File: src/rtl/mem_pkg.sv
`default_nettype none
// ----------------------------------------------------------------------------
// mem_pkg : shared RAM command codes and arbiter types.   Rev 1.0
// ----------------------------------------------------------------------------
package mem_pkg;

  localparam logic [1:0] MREAD  = 2'd1;
  localparam logic [1:0] MNONE  = 2'd2;
  localparam logic [1:0] MWRITE = 2'd3;

  localparam int STREAK_W = 4;

  typedef enum logic [1:0] {
    IDLE  = 2'd0,
    ISSUE = 2'd1,
    WAIT  = 2'd2,
    ACK   = 2'd3
  } arb_state_t;

  typedef enum logic {
    OWN_F = 1'b0,
    OWN_D = 1'b1
  } owner_t;

endpackage
`default_nettype wire

File: src/rtl/mem_arb_pick.sv
`default_nettype none
// ----------------------------------------------------------------------------
// mem_arb_pick : winner select, D priority with an F starvation guard. Rev 1.0
// ----------------------------------------------------------------------------
module mem_arb_pick
  import mem_pkg::*;
#(
  parameter int MAX_STREAK = 4
) (
  input  logic                f_req,
  input  logic                d_req,
  input  logic [STREAK_W-1:0] streak,
  output logic                grant_valid,
  output logic                owner
);

  logic   starve;
  owner_t win;

  always_comb begin
    // F takes the slot once D has won MAX_STREAK times in a row over it
    starve = f_req && (streak == STREAK_W'(MAX_STREAK));
    win    = (d_req && !starve) ? OWN_D : OWN_F;
  end

  assign grant_valid = f_req | d_req;
  assign owner       = win;

endmodule
`default_nettype wire

File: src/rtl/mem_arbiter.sv
`default_nettype none
// ----------------------------------------------------------------------------
// mem_arbiter : shares the single-port RAM between fetch (F) and data (D).
// Rev 1.0
// ----------------------------------------------------------------------------
module mem_arbiter
  import mem_pkg::*;
#(
  parameter int AW         = 9,
  parameter int DW         = 16,
  parameter int READ_LAT   = 1,
  parameter int MAX_STREAK = 4
) (
  input  logic          clk,
  input  logic          reset,
  input  logic          f_req,
  input  logic [AW-1:0] f_addr,
  output logic          f_ack,
  output logic [DW-1:0] f_rdata,
  input  logic          d_req,
  input  logic          d_we,
  input  logic [AW-1:0] d_addr,
  input  logic [DW-1:0] d_wdata,
  output logic          d_ack,
  output logic [DW-1:0] d_rdata,
  output logic [1:0]    mem_cmd,
  output logic [AW-1:0] mem_addr,
  output logic [DW-1:0] write_data,
  input  logic [DW-1:0] read_data,
  output logic          busy
);

  arb_state_t          state, state_n;
  owner_t              own;
  logic                own_we;
  logic [2:0]          cnt;
  logic [STREAK_W-1:0] streak;

  logic                grant_valid;
  logic                pick_own;
  logic [1:0]          cmd_n;
  logic                f_ack_n, d_ack_n;
  logic                latch, capture, load_cnt;

  mem_arb_pick #(
    .MAX_STREAK (MAX_STREAK)
  ) u_pick (
    .f_req       (f_req),
    .d_req       (d_req),
    .streak      (streak),
    .grant_valid (grant_valid),
    .owner       (pick_own)
  );

  always_ff @(posedge clk or posedge reset) begin
    if (reset) state <= IDLE;
    else       state <= state_n;
  end

  // Outputs are registered, so each branch computes the value for the next state
  always_comb begin
    state_n  = state;
    cmd_n    = MNONE;
    f_ack_n  = 1'b0;
    d_ack_n  = 1'b0;
    latch    = 1'b0;
    capture  = 1'b0;
    load_cnt = 1'b0;
    unique case (state)
      IDLE: begin
        if (grant_valid) begin
          latch   = 1'b1;
          state_n = ISSUE;
          cmd_n   = (pick_own == OWN_D && d_we) ? MWRITE : MREAD;
        end
      end
      ISSUE: begin
        if (own == OWN_D && own_we) begin
          state_n = ACK;
          d_ack_n = 1'b1;
        end else begin
          state_n  = WAIT;
          cmd_n    = MREAD;
          load_cnt = 1'b1;
        end
      end
      WAIT: begin
        if (cnt == 3'd1) begin
          state_n = ACK;
          capture = 1'b1;
          f_ack_n = (own == OWN_F);
          d_ack_n = (own == OWN_D);
        end else begin
          cmd_n = MREAD;
        end
      end
      ACK:     state_n = IDLE;
      default: state_n = IDLE;
    endcase
  end

  always_ff @(posedge clk or posedge reset) begin
    if (reset) begin
      mem_cmd    <= MNONE;
      mem_addr   <= '0;
      write_data <= '0;
      f_ack      <= 1'b0;
      d_ack      <= 1'b0;
      f_rdata    <= '0;
      d_rdata    <= '0;
      busy       <= 1'b0;
      streak     <= '0;
      own        <= OWN_F;
      own_we     <= 1'b0;
      cnt        <= '0;
    end else begin
      mem_cmd <= cmd_n;
      f_ack   <= f_ack_n;
      d_ack   <= d_ack_n;
      busy    <= (state_n != IDLE);

      if (latch) begin
        own    <= owner_t'(pick_own);
        own_we <= (pick_own == OWN_D) && d_we;
        if (pick_own == OWN_D) begin
          mem_addr   <= d_addr;
          write_data <= d_wdata;
          if (!f_req)                                 streak <= '0;
          else if (streak != STREAK_W'(MAX_STREAK))   streak <= streak + 1'b1;
        end else begin
          mem_addr <= f_addr;
          streak   <= '0;
        end
      end

      if (load_cnt)           cnt <= 3'(READ_LAT);
      else if (state == WAIT) cnt <= cnt - 3'd1;

      if (capture) begin
        if (own == OWN_F) f_rdata <= read_data;
        else              d_rdata <= read_data;
      end
    end
  end

endmodule
`default_nettype wire

File: config.mk
export PLATFORM = sky130hd
export DESIGN_NAME = mem_arbiter
export DESIGN_NICKNAME = d
export VERILOG_FILES = /design/src/rtl/mem_pkg.sv /design/src/rtl/mem_arb_pick.sv /design/src/rtl/mem_arbiter.sv
export SDC_FILE = /design/constraint.sdc
export NUM_CORES = 1
export LEC_CHECK = 0
export CAP_MARGIN = 20
export CORE_MARGIN = 10
export CORE_UTILIZATION = 40
export DETAILED_ROUTE_END_ITERATION = 8
export GPL_TIMING_DRIVEN = 0
export PLACE_DENSITY = 0.74
export SYNTH_ARGS = -nofsm -noshare
export SYNTH_HDL_FRONTEND = slang
export SYNTH_SLANG_ARGS = --single-unit
File: constraint.sdc
create_clock -name clk -period 6.3 [get_ports clk]
set_input_delay 1.89 -clock clk [delete_from_list [all_inputs] [get_ports clk]]
set_output_delay 1.89 -clock clk [all_outputs]
set_load 0.02 [all_outputs]
==> summary.txt <==
Floorplanning
  – Area of the core region: 7650 um2
  – Vertical die dimension: approximately 110 um
  – Top Ports: roughly 120
  – Effective utilization at floorplan: 0.405
  – Die Footprint: roughly 12000 um2
  – Site Rows: 32
  – Horiz. Die Dim: 108 um

Power
  – Worst voltage drop across the vdd grid: about 200 uV
  – Proportion of power drawn by combinational gates: 0.489
  – Clock power frac: 0.181
  – Internal power: 1630 uW
  – Sequential share of power: 0.330
  – Net switching power of the design: 872 uW
  – Cell leakage power: between 0.0015 and 0.002 uW
  – Power per cell area: approximately 540 nW/um2
  – Switching share of total power: 0.349

Worst setup path
  – Cell type group with the largest total delay on the critical path: buffers and inverters
  – Critical path startpoint category: register
  – Bufs and invs on worst path: 1
  – Required time reported for the critical path endpoint: 4410 ps
  – Category of the most critical setup path: register to primary output
  – Critical path startpoint: mem_cmd[1]
  – Cell with the largest stage delay on the worst path: clkdlybuf4s50_1
  – Crit end category: primary output
  – Critical path fanouts, max: 1
  – Worst stage delay on the critical path: 620 ps
  – Crit path arrival time: 1470 ps
  – Cells traversed along the worst timing path: clkdlybuf4s50_1
  – Startpoint of the worst-slack reg-to-reg timing path: state[0]

Placed design
  – Detail Placement HPWL: 5830 um
  – Gpl congestion: about 0.75
  – Number of port buffers: ~120
  – Setup slack after placement: 2720 ps

Layout
  – Post-layout nets: 422
  – Area of the multi-input gates: 1150 um2
  – Most common cell after layout, fill and taps aside: clkdlybuf4s50_1
  – Antenna cells: 0
  – Number of fill cells in the layout: between 600 and 700
  – Layout cell share with drive strength beyond 1: 0.203
  – Top library cells by usage in the layout, fill and taps aside: 115 x clkdlybuf4s50_1, 72 x dfrtp_1, 39 x mux2_2
  – Storage element area: 1830 um2
  – Growth of design area from synthesis to finish: 50.2%

Logic synthesis
  – Count of yosys warnings during synthesis: 0
  – Number of enable-type register cells in the synthesized netlist: 0
  – Fraction of synthesis flops using an asynchronous set or reset pin: 1.00
  – Cell area after synthesis: 3100 um2
  – Ys flop type: dfrtp_1
  – Synth area leaders: dfrtp_1 58%, mux2_2 14%, mux2_4 4.4%
  – Share of the synthesized area in the top cell type: 0.582
  – Synthesized net count: roughly 300
  – Avg Inst Size Synth: 13.4 um2
  – Synth area leader: dfrtp_1
  – Number of instances in the synthesized netlist: 232
  – Sequential cell area fraction in the yosys report: 0.590
  – Count of state elements after synthesis: 73
  – Unique cell type count in the Yosys netlist: 37

Timing
  – Post-route worst setup slack: 2940 ps
  – Number of failing setup endpoints in the final timing report: 0
  – Maximum frequency from static timing analysis: approximately 300 MHz
  – Part of the cycle the worst path needs: 0.533
  – Setup TNS: 0 ps
  – Headroom to the max-slew limit: 0.568
  – Measured slew at the worst slew-check pin: 644 ps
  – Largest clock skew in the final design: 12.8 ps
  – Fin. max-slew vios: 0
  – Shortest period the worst path allows: 3360 ps
  – Setup repair after global routing missed its margin: false
  – Hold Vio Cnt, Final: 0
  – Hold Slack: 498 ps

CTS
  – Clock tree from TritonCTS: built
  – Post-cts gate resize count: 0
  – H-Tree Depth: 3
  – Cell at the root of the clock tree: clkbuf_8
  – Number of buffers inserted for hold repair after clock tree synthesis: 0
  – Buffer depth of the longest clock path: 2
  – Post-CTS setup buffer count: 0
  – Sinks on the clock net: 73
  – Clock buffers created by TritonCTS: 9
  – Clock transition time at the flip-flop clock pins of the worst setup and hold paths: 70 ps
  – Clock latency on the worst-skew pair: 330 ps

Routing
  – Wire length after detailed routing: 7720 um
  – Vias after detailed routing: 2228
  – Routed wirelength normalized by instance count: 16.6 um
  – Pre-antenna DRT Iters: 4
  – Number of DRC violations after detailed-routing iteration 0: 49
  – Length of routed wiring on met1: between 3000 and 4000 um
  – Ratio of routed vias to standard cells: 4.78
  – Met3 routed wirelength: 682 um
  – Number of remaining DRC errors: 0
  – Number of antenna-violating nets in the routed design: 0
  – Uppermost metal layer occupied by signal nets: met4
  – Met2 WL post-DR: 3710 um

Worst hold path
  – Worst min path class: register to register
  – Hold path startpoint: f_rdata[7]

Global route
  – Combined global-route utilization of all metal layers: 0.132
  – Via count of the first global-routing pass: 2325
  – Maximum number of pins on one net before global-route repair: 42
  – Number of antenna violations at the first check in global routing: 0
  – Residual overflow from global routing: 0
  – Global-route wire length before repair: around 12000 um

Job
  – Count of max-cap constraint violations: 0

Status
  – Outcome: complete, no violations
[Yosys cell counts (3+ instances only)]
library cell,count
buf_6,4
nand3_1,3
mux2_4,9
ha_1,8
nand2_1,25
inv_1,10
o211ai_1,10
mux2_2,39
dfrtp_1,72
nand4_1,10
nor2_1,3
clkbuf_1,7
[routing by layer]
metal | track usage | vias to the layer above
met5 | 0 | -
met4 | 0.0458 | 0
met3 | 0.0482 | 8
met2 | 0.212 | 79
met1 | 0.161 | 1063
li1 | - | 1078
[registers in the layout, summed over array words and instances (netlist names), 2 cells and up]
| name | cells |
|---|---|
| write_data | 16 |
| d_rdata | 16 |
| streak | 4 |
| state | 2 |
| mem_addr | 9 |
| f_rdata | 16 |
| mem_cmd | 2 |
| cnt | 3 |
[logic make-up (layout without fill, tap and decap cells)]
group	after synthesis	count (layout)	share of synthesized area
fa+ha+maj	8	8	0.0323
mux	49	49	0.189
simple gates	53	53	0.0880
buf+inv	23	155	0.0384
compound gates	24	24	0.0565
xor+xnor	2	2	0.00566
flops	73	73	0.590
[worst paths after layout]
check                                    to  depth (start not counted)  slack, ps
worst max-delay path             mem_cmd[1]                          1       2940
worst min-delay path             f_rdata[7]                          1        500
worst max register to register  d_rdata[14]                          6       4300
worst min register to register   f_rdata[7]                          1        500
max in group asynchronous       mem_addr[6]                          3       3820
min in group asynchronous        mem_cmd[0]                          2       1920
[power by group through the flow]
stage	Clock [uW]	Sequential, uW	Combinational, uW
final	453	825	1220
after global routing	492	855	1310
after CTS	466	827	1250
after detailed placement	0	834	1240
after global placement	0	823	1220
after floorplan	0	1070	435
[metrics by stage]
step | power [uW] | instances | util | cell area (um2)
after global routing | 2660 | 466 | 0.608 | 4650
after CTS | 2540 | 466 | 0.608 | 4650
after detailed placement | 2080 | 450 | 0.575 | 4400
final | 2500 | 466 | 0.608 | 4650
after floorplan | 1510 | 232 | - | 3100
after global placement | 2040 | 449 | 0.572 | 4380
[layout make-up]
| type | count | share of cell area |
|---|---|---|
| multi-input combinational | 136 | 0.247 |
| inverter | 10 | 0.00860 |
| buffer | 13 | 0.0175 |
| sequential | 73 | 0.393 |
| timing repair buffer | 116 | 0.252 |
| clock buffer | 12 | 0.0333 |
| clock inverter | 4 | 0.0212 |
| tap | 102 | 0.0274 |
(Power assumes the default switching activity.)
